<file path="src/rtl/fifo_sync_flags_pkg.sv">
// +-------------------------------------------------------------------------+
// | fifo_pkg : shared types and helpers for the synchronous flag FIFO        |
// | Rev 1.0                                                                 |
// +-------------------------------------------------------------------------+
`default_nettype none

package fifo_pkg;

  typedef enum logic {
    FIFO_STD  = 1'b0,
    FIFO_FWFT = 1'b1
  } fifo_mode_e;

  // Index width for a power-of-two storage depth.
  function automatic int ptr_width(input int depth);
    return $clog2(depth);
  endfunction

endpackage

`default_nettype wire

</file>
<file path="src/rtl/fifo_sync_flags_if.sv">
// +-------------------------------------------------------------------------+
// | fifo_sync_flags_if : request/status bundle between producer and FIFO     |
// | Rev 1.0                                                                 |
// +-------------------------------------------------------------------------+
`default_nettype none

interface fifo_sync_flags_if
  import fifo_pkg::*;
#(
  parameter int DATA_WIDTH = 32,
  parameter int DEPTH      = 8
) ();

  localparam int AW = ptr_width(DEPTH);

  logic                  cs;
  logic                  flush;
  logic                  wr_en;
  logic [DATA_WIDTH-1:0] data_in;
  logic                  rd_en;
  logic [DATA_WIDTH-1:0] data_out;
  logic                  empty;
  logic                  full;
  logic                  almost_full;
  logic                  almost_empty;
  logic [AW:0]           count;
  logic                  overflow;
  logic                  underflow;

  modport master (
    output cs, flush, wr_en, data_in, rd_en,
    input  data_out, empty, full, almost_full, almost_empty, count,
           overflow, underflow
  );

  modport slave (
    input  cs, flush, wr_en, data_in, rd_en,
    output data_out, empty, full, almost_full, almost_empty, count,
           overflow, underflow
  );

endinterface

`default_nettype wire

</file>
<file path="src/rtl/fifo_sync_flags_ram.sv">
// +-------------------------------------------------------------------------+
// | fifo_ram : DEPTH x DATA_WIDTH storage, synchronous write, async read     |
// | Rev 1.0                                                                 |
// +-------------------------------------------------------------------------+
`default_nettype none

module fifo_ram
  import fifo_pkg::*;
#(
  parameter int DATA_WIDTH = 32,
  parameter int DEPTH      = 8
) (
  input  logic                         clk,
  input  logic                         we,
  input  logic [ptr_width(DEPTH)-1:0]  waddr,
  input  logic [DATA_WIDTH-1:0]        wdata,
  input  logic [ptr_width(DEPTH)-1:0]  raddr,
  output logic [DATA_WIDTH-1:0]        rdata
);

  logic [DATA_WIDTH-1:0] r_mem [DEPTH];

  always_ff @(posedge clk) begin
    if (we) begin
      r_mem[waddr] <= wdata;
    end
  end

  assign rdata = r_mem[raddr];

endmodule

`default_nettype wire

</file>
<file path="src/rtl/fifo_sync_flags.sv">
// +-------------------------------------------------------------------------+
// | fifo_sync_flags : single-clock FIFO with count, almost flags, flush,    |
// | overflow/underflow pulses and selectable FWFT read.  Rev 1.0            |
// +-------------------------------------------------------------------------+
`default_nettype none

module fifo_sync_flags
  import fifo_pkg::*;
#(
  parameter int DATA_WIDTH   = 32,
  parameter int DEPTH        = 8,
  parameter int FWFT         = 0,
  parameter int AFULL_LEVEL  = DEPTH - 2,
  parameter int AEMPTY_LEVEL = 2
) (
  input  logic            clk,
  input  logic            rst_n,
  fifo_sync_flags_if.slave bus
);

  localparam int         AW     = ptr_width(DEPTH);
  localparam fifo_mode_e MODE   = (FWFT != 0) ? FIFO_FWFT : FIFO_STD;
  localparam logic [AW:0] FULL_CNT   = (AW + 1)'(DEPTH);
  localparam logic [AW:0] AFULL_CNT  = (AW + 1)'(AFULL_LEVEL);
  localparam logic [AW:0] AEMPTY_CNT = (AW + 1)'(AEMPTY_LEVEL);

  logic [AW:0]           r_wr_ptr;
  logic [AW:0]           r_rd_ptr;
  logic [AW:0]           r_count;
  logic                  r_overflow;
  logic                  r_underflow;

  logic                  w_empty;
  logic                  w_full;
  logic                  w_wr_acc;
  logic                  w_rd_acc;
  logic [AW:0]           w_wr_ptr_nxt;
  logic [AW:0]           w_rd_ptr_nxt;
  logic [DATA_WIDTH-1:0] w_rdata;

  assign w_empty = (r_count == '0);
  assign w_full  = (r_count == FULL_CNT);

  // A read frees a slot in the same cycle, so a full FIFO still takes a write paired with a read.
  always_comb begin
    w_rd_acc     = bus.cs & bus.rd_en & ~w_empty;
    w_wr_acc     = bus.cs & bus.wr_en & (~w_full | w_rd_acc);
    w_wr_ptr_nxt = r_wr_ptr + (AW + 1)'(w_wr_acc);
    w_rd_ptr_nxt = r_rd_ptr + (AW + 1)'(w_rd_acc);
  end

  always_ff @(posedge clk or negedge rst_n) begin
    if (!rst_n) begin
      r_wr_ptr    <= '0;
      r_rd_ptr    <= '0;
      r_count     <= '0;
      r_overflow  <= 1'b0;
      r_underflow <= 1'b0;
    end else if (bus.flush) begin
      r_wr_ptr    <= '0;
      r_rd_ptr    <= '0;
      r_count     <= '0;
      r_overflow  <= 1'b0;
      r_underflow <= 1'b0;
    end else begin
      r_wr_ptr    <= w_wr_ptr_nxt;
      r_rd_ptr    <= w_rd_ptr_nxt;
      r_count     <= w_wr_ptr_nxt - w_rd_ptr_nxt;
      r_overflow  <= bus.cs & bus.wr_en & ~w_wr_acc;
      r_underflow <= bus.cs & bus.rd_en & w_empty;
    end
  end

  fifo_ram #(
    .DATA_WIDTH (DATA_WIDTH),
    .DEPTH      (DEPTH)
  ) u_ram (
    .clk   (clk),
    .we    (w_wr_acc & ~bus.flush),
    .waddr (r_wr_ptr[AW-1:0]),
    .wdata (bus.data_in),
    .raddr (r_rd_ptr[AW-1:0]),
    .rdata (w_rdata)
  );

  generate
    if (MODE == FIFO_FWFT) begin : g_fwft
      assign bus.data_out = w_empty ? '0 : w_rdata;
    end else begin : g_std
      logic [DATA_WIDTH-1:0] r_data_out;

      always_ff @(posedge clk or negedge rst_n) begin
        if (!rst_n) begin
          r_data_out <= '0;
        end else if (bus.flush) begin
          r_data_out <= '0;
        end else if (w_rd_acc) begin
          r_data_out <= w_rdata;
        end
      end

      assign bus.data_out = r_data_out;
    end
  endgenerate

  assign bus.count        = r_count;
  assign bus.empty        = w_empty;
  assign bus.full         = w_full;
  assign bus.almost_full  = (r_count >= AFULL_CNT);
  assign bus.almost_empty = (r_count <= AEMPTY_CNT);
  assign bus.overflow     = r_overflow;
  assign bus.underflow    = r_underflow;

endmodule

`default_nettype wire
</file>
<file path="src/flat_wrapper.sv">
// flat-port wrapper written by rule: the top's interface ports become plain ports
module fifo_sync_flags_flat import fifo_pkg::*;
#(
  parameter int DATA_WIDTH   = 32,
  parameter int DEPTH        = 8,
  parameter int FWFT         = 0,
  parameter int AFULL_LEVEL  = DEPTH - 2,
  parameter int AEMPTY_LEVEL = 2
)
  (clk, rst_n, bus_cs, bus_flush, bus_wr_en, bus_data_in, bus_rd_en, bus_data_out, bus_empty, bus_full, bus_almost_full, bus_almost_empty, bus_count, bus_overflow, bus_underflow);
  fifo_sync_flags_if #(.DATA_WIDTH(DATA_WIDTH), .DEPTH(DEPTH)) bus_i ();
  input  logic clk;
  input  logic rst_n;
  input wire logic [$bits(bus_i.cs)-1:0] bus_cs;
  input wire logic [$bits(bus_i.flush)-1:0] bus_flush;
  input wire logic [$bits(bus_i.wr_en)-1:0] bus_wr_en;
  input wire logic [$bits(bus_i.data_in)-1:0] bus_data_in;
  input wire logic [$bits(bus_i.rd_en)-1:0] bus_rd_en;
  output wire logic [$bits(bus_i.data_out)-1:0] bus_data_out;
  output wire logic [$bits(bus_i.empty)-1:0] bus_empty;
  output wire logic [$bits(bus_i.full)-1:0] bus_full;
  output wire logic [$bits(bus_i.almost_full)-1:0] bus_almost_full;
  output wire logic [$bits(bus_i.almost_empty)-1:0] bus_almost_empty;
  output wire logic [$bits(bus_i.count)-1:0] bus_count;
  output wire logic [$bits(bus_i.overflow)-1:0] bus_overflow;
  output wire logic [$bits(bus_i.underflow)-1:0] bus_underflow;
  assign bus_i.cs = bus_cs;
  assign bus_i.flush = bus_flush;
  assign bus_i.wr_en = bus_wr_en;
  assign bus_i.data_in = bus_data_in;
  assign bus_i.rd_en = bus_rd_en;
  assign bus_data_out = bus_i.data_out;
  assign bus_empty = bus_i.empty;
  assign bus_full = bus_i.full;
  assign bus_almost_full = bus_i.almost_full;
  assign bus_almost_empty = bus_i.almost_empty;
  assign bus_count = bus_i.count;
  assign bus_overflow = bus_i.overflow;
  assign bus_underflow = bus_i.underflow;
  fifo_sync_flags #(.DATA_WIDTH(DATA_WIDTH), .DEPTH(DEPTH), .FWFT(FWFT), .AFULL_LEVEL(AFULL_LEVEL), .AEMPTY_LEVEL(AEMPTY_LEVEL)) u_core (.clk(clk), .rst_n(rst_n), .bus(bus_i));
endmodule
</file>
<file path="config.mk">
export PLATFORM = sky130hd
export DESIGN_NAME = fifo_sync_flags_flat
export DESIGN_NICKNAME = d
export VERILOG_FILES = /design/src/rtl/fifo_sync_flags_pkg.sv /design/src/rtl/fifo_sync_flags_if.sv /design/src/rtl/fifo_sync_flags_ram.sv /design/src/rtl/fifo_sync_flags.sv /design/src/flat_wrapper.sv
export SDC_FILE = /design/constraint.sdc
export NUM_CORES = 1
export LEC_CHECK = 0
export ABC_AREA = 1
export ABC_CLOCK_PERIOD_IN_PS = 4600
export CAP_MARGIN = 20
export CORE_UTILIZATION = 34
export CTS_BUF_LIST = sky130_fd_sc_hd__clkbuf_4
export DETAILED_ROUTE_END_ITERATION = 12
export HOLD_SLACK_MARGIN = 0.03
export PLACE_DENSITY = 0.63
export SLEW_MARGIN = 20
export SYNTH_ARGS = -nofsm -noshare
export SYNTH_HDL_FRONTEND = slang
export SYNTH_SLANG_ARGS = --single-unit
</file>
<file path="constraint.sdc">
create_clock -name clk -period 4.6 [get_ports clk]
set_input_delay 0.92 -clock clk [delete_from_list [all_inputs] [get_ports clk]]
set_output_delay 0.92 -clock clk [all_outputs]
set_load 0.01 [all_outputs]
</file>
=== After elaboration in Yosys (flattened, before gate mapping) ===
Memory sizes are Yosys's and may differ from the RTL's.
Cells that the tools add are included.

* Equal/unequal tests: 1
* Mux-type cells: 9
* Magnitude comparators: 2
* Bitwise operators: 12
* Reduce and logical (&&, ||, !) cells: 2
* Add/subtract/negate cells: 3

{| class="wikitable"
|+ Operators with widths
! operator !! number
|-
| $mux 32 || 2
|-
| $mux 4 || 3
|-
| $add 4x1->4 || 2
|-
| $and 1x1->1 || 7
|-
| $eq 4x4->1 const B || 1
|-
| $ge 4x3->1 const B || 1
|-
| $le 4x2->1 const B || 1
|-
| $logic_not 4->1 || 1
|-
| $mux 1 || 4
|-
| $not 1->1 || 4
|-
| $sub 4x4->4 || 1
|-
| $reduce_bool 2->1 || 1
|-
| $or 1x1->1 || 1
|}

* Memory bits (writable): 256
* Memories kept: 1
* Bits in registers: 46
* Input port bits: 38
* Output and inout bits: 42
* Logic and storage cells: 36

{| class="wikitable"
|+ Memories
! memory !! words !! width !! rd ports !! clocked after memory_dff !! write ports !! RTL line !! source
|-
| u_core.u_ram.r_mem || 8 || 32 || 1 || 0 || 1 || fifo_sync_flags_ram.sv:21 || <nowiki>logic [DATA_WIDTH-1:0] r_mem [DEPTH];</nowiki>
|}

=== Depth between registers and ports, before layout ===
Gate-level depths: netlist of run 1.

* Depth after elaboration: 8
* Gate-level depth with buffers: 16
* Depth with buffers taken out: 16

=== Hierarchy ===
Synthesis of run 1 repeated with hierarchy kept, for this count alone.

* Cell total of the unflattened synthesis: 1357
* Area, all modules: 13412.9 um^2

{| class="wikitable"
|+ By module, submodules not included
! module !! cells an instance !! area an instance (um^2) !! sequential area each (um^2) !! times used
|-
| fifo_ram || 1124 || 11232.0 || 7687.4 || 1
|-
| fifo_sync_flags || 233 || 2180.8 || 1151.1 || 1
|}

=== Worst setup path after synthesis of run 1 ===
Ideal clock, no wire load.

* Path type: input-to-reg
* Start: in bus_flush
* End: mem u_core.u_ram.r_mem[1][0] (enable)
* Cell stages on the path: 5
* Data arrival time: 3.498 ns
* Data required time: 4.139 ns
* Library setup time: 0.461 ns
* Setup slack: 0.641 ns
* Cells stage by stage: inv_1 nand3_1 inv_1 nand3_1 nor3_1

* Longest elaborated chain between the ends: 4

{| class="wikitable"
|+ RTL lines
! item !! RTL line !! source
|-
| start, declared || flat_wrapper.sv:15 || <nowiki>input wire logic [$bits(bus_i.flush)-1:0] bus_flush;</nowiki>
|-
| $not 1->1 || fifo_sync_flags.sv:79 || <nowiki>.we (w_wr_acc & ~bus.flush),</nowiki>
|-
| $and 1x1->1 || fifo_sync_flags.sv:79 ||
|-
| $mux 1 || fifo_sync_flags_ram.sv:24 || <nowiki>if (we) begin</nowiki>
|-
| $mux 1 (not written as such) || fifo_sync_flags_ram.sv:25 || <nowiki>r_mem[waddr] <= wdata;</nowiki>
|-
| end, declared || fifo_sync_flags_ram.sv:21 ||
|}

Every way passes these cells.

=== Worst setup path in the final report of run 1 ===
* Start: reg u_core.r_count[1], in the netlist u_core.bus.count[1]
* End: out bus_full

* Longest elaborated chain between the ends: 1

{| class="wikitable"
|+ RTL lines
! item !! RTL line !! source
|-
| start, declared || fifo_sync_flags.sv:29 || <nowiki>logic [AW:0] r_count;</nowiki>
|-
| start signal, assigned || fifo_sync_flags.sv:68 || <nowiki>r_count <= w_wr_ptr_nxt - w_rd_ptr_nxt;</nowiki>
|-
| $eq 4x4->1 || fifo_sync_flags.sv:42 || <nowiki>assign w_full = (r_count == FULL_CNT);</nowiki>
|-
| end, declared || flat_wrapper.sv:21 || <nowiki>output wire logic [$bits(bus_i.full)-1:0] bus_full;</nowiki>
|}

Every way passes these cells.

==> results list, run 1 <==
- Result of the run: completed
* Number of synthesized register bits: 302
* Peak ir drop on the vdd network: 0.219 mV
* Final RePlAce weighted congestion: 0.770
* Number of DRC violations after detailed-routing iteration 0: 582
* CTS max path bufs: 3
- Summed over all cells, the static leakage comes to roughly 5.3 nW.
- Cell at the root of the clock tree: sky130_fd_sc_hd__clkbuf_4
- Wire length of the first global-routing pass: 42.6 mm
- Vias in the first global route: 7887
- STA classifies the critical path startpoint as a flop.
- Launch point of the worst path: u_core.bus.count[1]
* TritonCTS clock tree: done
- After legalization and detailed placement, the total HPWL measured 15.4 mm.
- Worst clock skew: approximately 0.053 ns
* Clock-pin slew on the worst setup and hold paths: approximately 0.070 ns
- Global Route Usage Sum: 15.2%
- Post-cts resize count: 0
* Period utilisation layout: 65.0%
- Routed wire per std cell: 16.5 microns
- The first TritonRoute pass finished after 4 iterations.
* Starting utilization of the core area: 34.7%
- The detail route stage leaves a number of antenna-violating nets equal to 0.
- The number of max-slew violations in the final report was 0.
- Critical Path End: bus_full
- Sequential share of the synthesized area: 73.3%
- Number of core rows: 68
- In this run the vertical extent of the chip is ~190 microns.
* H-tree depth: 3
* Relative slew margins: 33.2%
- Count of input and output buffers: 79
- At the later pin of the worst-skew pair, clock insertion delay measures 0.70 ns.
- Number of standard cells in the final layout excluding fillers: approximately 1600
- Cell types occupying the most area after synthesis: sky130_fd_sc_hd__edfxtp_1, sky130_fd_sc_hd__dfrtp_1, sky130_fd_sc_hd__nor2_1
* Average size of a mapped cell: 12.0 sq um
- For the pin with the worst max-slew slack, the measured transition is 1.00 ns.
- After detailed routing, the total wire length is 27.2 mm.
- Entering global routing, the biggest net connects 88 pins.
- Worst reg2reg startpoint: u_core.bus.count[1]
- Adding up every negative setup slack in the final design gives 0 ns.
- The die covers around 36000 sq um.
* Fin crit period: ~3.0 ns
* Maximum operating frequency: approximately 330 MHz
- The number of nets handed over by synthesis was 1047.
* Signal arrival time at the worst endpoint: 2.07 ns
- Setup repair after global routing missed its margin: no
- Post-layout net count: 1171
- The synthesized design spends more area on one cell type than any other, namely sky130_fd_sc_hd__edfxtp_1.
* R2R Setup Slk: between 1.5 and 2 ns
- Endpoint class of the critical path: primary output
* Top-level I/O count: 80
- Area share of the largest cell type after synthesis: a little under two thirds
- # Post-CTS Setup Buffers: 0
- For this design the ratio of total power to cell area is 434 nW/um^2.
- Hold crit path type: in2async
* Worst r2r path cells: 15
- Detailed routing inserted a total of 7881 vias.
- Endpoints failing hold: 0
- R2R Path End: u_core.bus.count[3]
- Placed cell count: 1497
- Overall overflow remaining after global route: 0
- Counting the buffers created by CTS gives 81.
- Number of hold-repair buffers added at the cts stage: 0
- Max FO, Critical Path: 3
- Synthesis-to-layout area growth: 19.0%
- Cell area after synthesis: 12100 sq um
* Floorplan die width: 190 microns
- Layout cells sized above 1: 14.1%
- Synthesis produced a netlist whose cell count is roughly 1000.
* Final-report setup violation count: 0
* Category of the critical setup timing path: reg2out
- Required time worst endpoint: between 3 and 4 ns
- In this run the standard cell core region covers 34700 sq um.
- Number of library cell types mapped by synthesis: 26
- Initial antenna violation count: 1
- The tool flagged a number of max-cap violations equal to 0.
- Residual DRC: 0
- In the routed layout, each cell is associated on average with a via count of 4.79.
* Yosys warnings: 0
- TritonCTS Sinks: 302
[report_power, final]
group | switching (mW) | total (mW) | internal (mW)
sequential | 0.0543 | 3.09 | 3.03
combinational | 0.411 | 0.657 | 0.246
clock | 1.09 | 2.48 | 1.39
[area by class of cell]
class / count / area (sq um)
Sequential cell: 302 / 8840
Clock buffer: 116 / 871
Inverter: 21 / 78.8
Fill cell: 3322 / 20400
Tap cell: 455 / 569
Clock inverter: 31 / 238
Antenna cell: 1 / 2.50
Timing Repair Buffer: 99 / 936
Multi-Input combinational cell: 620 / 2810
[how the worst min path moves through the flow]
| stage | from | endpoint | slack (ns) | depth (start not counted) |
|---|---|---|---|---|
| detailed placement | u_core.bus.data_out[15] | u_core.bus.data_out[15] | 0.47 | 2 |
| global placement | u_core.bus.data_out[3] | u_core.bus.data_out[3] | 0.46 | 2 |
| floorplan | u_core.bus.data_out[0] | u_core.bus.data_out[0] | 0.51 | 2 |
| global route | rst_n | u_core.bus.data_out[19] | 0.22 | 1 |
| CTS | rst_n | u_core.bus.data_out[19] | 0.21 | 1 |
| finish | rst_n | u_core.bus.data_out[19] | 0.24 | 1 |
[cell usage in the layout, fill, tap and decap left out, types with 4 or more instances in the layout]
cell and n:
sky130_fd_sc_hd__nor2_1 268, sky130_fd_sc_hd__edfxtp_1 256, sky130_fd_sc_hd__clkbuf_4 116, sky130_fd_sc_hd__a21oi_1 4, sky130_fd_sc_hd__nand2_1 83, sky130_fd_sc_hd__o21ai_0 124
sky130_fd_sc_hd__bufinv_16 4, sky130_fd_sc_hd__inv_1 17, sky130_fd_sc_hd__nand3_1 105, sky130_fd_sc_hd__clkinv_2 5, sky130_fd_sc_hd__buf_4 20, sky130_fd_sc_hd__dfrtp_1 44
sky130_fd_sc_hd__nand4_1 4, sky130_fd_sc_hd__nor3_2 4, sky130_fd_sc_hd__nor2_4 7, sky130_fd_sc_hd__o21ai_1 6, sky130_fd_sc_hd__inv_2 4, sky130_fd_sc_hd__clkdlybuf4s50_1 78
sky130_fd_sc_hd__ha_1 7, sky130_fd_sc_hd__clkinv_1 20
[registers in the layout, indices dropped and copies added, names as in the netlist]
name                  cells
u_core.bus.underflow      1
u_core.bus.overflow       1
u_core.bus.count          4
u_core.r_wr_ptr           4
u_core.r_rd_ptr           4
u_core.u_ram.r_mem      256
u_core.bus.data_out      32
[worst max-delay path: stages, from the launching register on]
cell and delay [ns]:
sky130_fd_sc_hd__dfrtp_1 0.37, sky130_fd_sc_hd__inv_1 0.09, sky130_fd_sc_hd__nand2_1 0.12, sky130_fd_sc_hd__nor3_1 0.23
sky130_fd_sc_hd__clkdlybuf4s50_1 0.58
[routing by layer]
| metal | part of all wire, % | up-vias | track usage [%] |
|---|---|---|---|
| li1 | - | 3799 | - |
| met1 | 44 | 3863 | 19.4 |
| met3 | 4.5 | 31 | 3.02 |
| met5 | 0 | - | 0 |
| met2 | 50 | 188 | 25.7 |
| met4 | 1.5 | 0 | 5.51 |
[per-stage QoR]
| stage | power, mW | instance area (sq um) | utilization, % | hold slack [ns] | worst slack, ns |
|---|---|---|---|---|---|
| finish | 6.23 | 14400 | 41.3 | 0.244 | 1.61 |
| global route | 6.52 | 14400 | 41.3 | 0.223 | 1.41 |
| CTS | 6.30 | 14300 | 41.3 | 0.207 | 1.54 |
| detailed placement | 3.81 | 13200 | 38.1 | 0.465 | 0.944 |
| global placement | 3.80 | 13200 | 38.1 | 0.463 | 1.03 |
| floorplan | 3.56 | 12100 | - | 0.514 | 0.641 |
[cells in the mapped netlist]
cell type / instances
sky130_fd_sc_hd__a21oi_1: 4
sky130_fd_sc_hd__buf_1: 5
sky130_fd_sc_hd__buf_2: 14
sky130_fd_sc_hd__buf_4: 6
sky130_fd_sc_hd__buf_6: 16
sky130_fd_sc_hd__clkbuf_1: 17
sky130_fd_sc_hd__dfrtp_1: 46
sky130_fd_sc_hd__edfxtp_1: 256
sky130_fd_sc_hd__fa_1: 1
sky130_fd_sc_hd__ha_1: 7
sky130_fd_sc_hd__inv_1: 17
sky130_fd_sc_hd__inv_2: 4
sky130_fd_sc_hd__nand2_1: 83
sky130_fd_sc_hd__nand2_2: 1
sky130_fd_sc_hd__nand3_1: 105
sky130_fd_sc_hd__nand4_1: 4
sky130_fd_sc_hd__nor2_1: 272
sky130_fd_sc_hd__nor2_2: 1
sky130_fd_sc_hd__nor2_4: 3
sky130_fd_sc_hd__nor3_1: 5
sky130_fd_sc_hd__nor4_1: 1
sky130_fd_sc_hd__o21ai_0: 124
sky130_fd_sc_hd__o21ai_1: 6
sky130_fd_sc_hd__or2_2: 1
sky130_fd_sc_hd__xnor2_1: 1
sky130_fd_sc_hd__xor2_1: 1
[logic make-up (layout without fill, tap and decap cells)]
group | count (synthesis) | count (layout) | synth area share (%)
fa+ha+maj | 8 | 8 | 0.892
simple gates | 476 | 476 | 16.3
other cells | 0 | 1 | 0
xor+xnor | 2 | 2 | 0.145
compound gates | 134 | 134 | 5.56
buf+inv | 79 | 267 | 3.79
flops | 302 | 302 | 73.3
Power figures use the tool's default switching activity.
==> inputs of run 2 (changes only) <==
--- a/config.mk
+++ b/config.mk
@@ -6,13 +6,13 @@
 export NUM_CORES = 1
 export LEC_CHECK = 0
 export ABC_AREA = 1
-export ABC_CLOCK_PERIOD_IN_PS = 4600
+export ABC_CLOCK_PERIOD_IN_PS = 2590
 export CAP_MARGIN = 20
 export CORE_UTILIZATION = 34
 export CTS_BUF_LIST = sky130_fd_sc_hd__clkbuf_4
 export DETAILED_ROUTE_END_ITERATION = 12
 export HOLD_SLACK_MARGIN = 0.03
-export PLACE_DENSITY = 0.63
+export PLACE_DENSITY = 0.65
 export SLEW_MARGIN = 20
 export SYNTH_ARGS = -nofsm -noshare
 export SYNTH_HDL_FRONTEND = slang
==> constraint.sdc (replaced) <==
create_clock -name clk -period 2.59 [get_ports clk]
set_input_delay 0.518 -clock clk [delete_from_list [all_inputs] [get_ports clk]]
set_output_delay 0.518 -clock clk [all_outputs]
set_load 0.01 [all_outputs]
==> run 2 against run 1 <==
Net effect:
- clock skew down 0.0038 ns
- sequential share of layout area down 1.2 points
- largest cell class unchanged
- largest power group unchanged
- routed wire length up 1.3%
- first-iteration DRC count down 15%
- design area up 2.1%
- register-to-register slack worse by 1.6 ns
- critical path depth unchanged
- flip-flop and latch count unchanged
- utilization up 0.85 points
==> results list, run 2 (synthesis results as in run 1) <==
- Result of the run: completed
- The internal power of the cells totals 7.97 mW.
- The most critical setup path has its startpoint at u_core.bus.count[2].
* Category of the critical setup timing path: reg2out
- Number of slew-limit violations in the final report: 0
- The worst pin sits at a relative slew slack of between 30 and 40%.
- Initial antenna violation count: 2
* Vias in the first global route: 7987
- Total chip power: 10.7 mW
- In this run the power density over the cells is ~730 nW/um^2.
- The floorplan has 68 rows.
- On the worst path, the slowest cell contributes a delay of 0.52 ns.
- The post-route netlist has 16.5% of its cells at a drive strength greater than 1.
- Area of all sequential standard cells: around 8800 sq um
- For this block, the routed nets add up to 27.5 mm of wire.
- The count of nets left with antenna violations once routing finished came out at 0.
- Logic gate share of total power: 11.9%
- Max FO, Critical Path: 3
- Switch Pwr: 2.71 mW
- The net count of the finished layout is 1190.
* Maximum operating frequency: 407 MHz
- Worst r2r path cells: 14
* Setup repair after global routing missed its margin: yes
- Clock latency reported for the late side of the worst-skew pair: 0.71 ns
- The worst setup path is captured at a primary output.
- The first routing iteration left 492 violations.
* Area of the core region: 34700 sq um
- Clock skew on the completed layout was measured at 0.0496 ns.
* Wire length of the first global-routing pass: 43.2 mm
* Number of stages on the worst setup path: 4
- Dividing the detail-routed wire length by the instance count gives 16.6 microns.
- Count of input and output buffers: approximately 80
- Clock tree synthesis found a total of 302 sinks.
* Maximum Capacitance Violations: 0
* Chain of cells forming the critical path: nor2_2 -> o21ai_0 -> inv_1 -> clkdlybuf4s50_1
- More flip-flops sit in one register than any other, and that register is u_core.u_ram.r_mem.
- The final number of hold-violating endpoints is 0.
- The slowest stage of the critical path is the sky130_fd_sc_hd__clkdlybuf4s50_1 cell.
- Setup Slack @ Placement: -0.280 ns
- Drt first pass iters: 6
* Commonest cells after routing, fill and taps aside: sky130_fd_sc_hd__nor2_1, sky130_fd_sc_hd__edfxtp_1, sky130_fd_sc_hd__o21ai_0
- In the finished design, the share of the clock period the worst path needs comes to between 90% and 100%.
* H-tree depth: 3
* Overall overflow remaining after global route: 0
- Across all layers, the routed design uses between 7000 and 8000 vias.
- Filler instances: 3246
- Residual DRC: 0
- For the finished layout, the period the worst path requires is 2.46 ns.
* CTS max path bufs: 3
* Critical Path End: bus_almost_empty
- Entering global routing, the biggest net connects between 100 and 150 pins.
- Global Route Usage Sum: 15.6%
- Signal arrival time at the worst endpoint: ~1.9 ns
- Clock-pin slew was measured on the worst setup and hold paths at approximately 0.080 ns.
- Worst reg2reg startpoint: u_core.bus.count[3]
* R2R Setup Slk: 0.17 ns
- The register with the most flip-flops in the layout has 256 of them.
- Using the TritonRoute via totals, the vias-per-cell ratio works out to ~4.7.
- For this configuration, the core starts out at a cell density of 34.7%.
- Kind of launch point of the worst setup path: flop
- In this run, CTS created clock tree buffers numbering between 70 and 80.
- For the pin with the worst max-slew slack, the measured transition is 0.949 ns.
- The kind of cell with the highest combined delay along the critical path is buffers and inverters.
- Summed over all cells, the static leakage comes to 5.40 nW.
- Synthesis-to-layout area growth: 21.5%
- The die is 190 microns wide.
* Peak ir drop on the vdd network: 0.249 mV
* Clock network power share: 37.1%
- The floorplan step defined a die boundary enclosing about 36000 sq um.
* Commonest non-fill, non-tap cell in the layout: sky130_fd_sc_hd__nor2_1
* TritonCTS clock tree: done
- Dpl hpwl: 15.9 mm
- Cell at the root of the clock tree: sky130_fd_sc_hd__clkbuf_4
* Top-level I/O count: 80
- Fraction of power consumed by sequential logic: about half
* Hold crit path type: in2async
- Once routing completed, OpenROAD measured the worst setup slack at 0.131 ns.
- Worst path bufs/invs: 2
- Fraction of power spent switching nets: 25.4%
- Measured along the y axis, the die boundary spans 190 microns.
- At the worst endpoint, the required time is 2.07 ns.
- In this run the critical register-to-register path is captured at u_core.bus.count[3].
- Routability-driven placement finished with a final weighted congestion of 0.825.
* Final-report setup violation count: 0
* Area taken by multi-input logic gates: 2870 sq um
==> run 2: changes by cell type in the layout (fill, tap and decap cells not counted), moves of 3 or more <==
| cell | change |
|---|---|
| sky130_fd_sc_hd__clkbuf_4 | -4 |
| sky130_fd_sc_hd__buf_12 | +14 |
| sky130_fd_sc_hd__buf_4 | +10 |
| sky130_fd_sc_hd__clkinv_1 | -9 |
| sky130_fd_sc_hd__nand2_1 | -3 |
| sky130_fd_sc_hd__nor3_4 | +5 |
| sky130_fd_sc_hd__nand2_2 | +3 |
| sky130_fd_sc_hd__nor3_2 | -4 |
| sky130_fd_sc_hd__bufinv_16 | -3 |
| sky130_fd_sc_hd__clkinvlp_4 | +3 |
==> run 2: how the worst min path moves through the flow <==
stage | end | cells after the start
2_1_floorplan | u_core.bus.count[0] | 0
3_3_place_gp | u_core.bus.data_out[11] | 2
3_5_place_dp | u_core.bus.data_out[13] | 2
4_1_cts | u_core.bus.data_out[18] | 2
5_1_grt | u_core.bus.data_out[17] | 2
6_report | u_core.bus.data_out[17] | 2
==> run 2: per-layer routing <==
layer	wire length, microns	vias to the layer above	global-route usage, %
li1	-	3830	-
met2	13400	207	26.0
met5	13	-	0
met4	594	2	6.71
met1	11700	3745	18.8
met3	1750	52	4.27
==> run 2: area by class of cell <==
| cell class | instances | share of cell area (%) |
|---|---|---|
| antenna | 1 | 0.0171 |
| clock buffer | 112 | 5.74 |
| clock inverter | 23 | 0.931 |
| inverter | 21 | 0.547 |
| multi-input combinational | 620 | 19.6 |
| sequential | 302 | 60.4 |
| tap | 455 | 3.89 |
| timing repair buffer | 124 | 8.89 |
==> run 2: power groups by stage <==
stage                     sequential, mW  clock (mW)  combinational [mW]
final                               5.45        3.97                1.27
after global routing                5.46        4.35                1.43
after CTS                           5.45        4.10                1.29
after detailed placement            5.55           0                1.29
after global placement              5.55           0                1.27
after floorplan                     5.58           0               0.766
==> run 2: repair_timing <==
item / CTS / global route
gates cloned: 0 / 0
setup buffers: 0 / 1
pin swaps: 0 / 3
gates resized for setup: 1 / 7
setup endpoints to repair: 1 / 3
hold buffers: 1 / 0
hold endpoints to repair: 17 / 0
==> run 2: stage by stage <==
| step | hold slack, ns | TNS (ns) | cells | util (%) | area [sq um] |
|---|---|---|---|---|---|
| CTS | 0.307 | 0 | 1656 | 42.1 | 14600 |
| detailed placement | 0.469 | -0.444 | 1520 | 39.3 | 13600 |
| floorplan | 0.222 | -9.84 | 1001 | - | 12100 |
| finish | 0.337 | 0 | 1658 | 42.2 | 14600 |
| global route | 0.333 | -0.0404 | 1658 | 42.2 | 14600 |
| global placement | 0.465 | -0.324 | 1520 | 39.3 | 13600 |
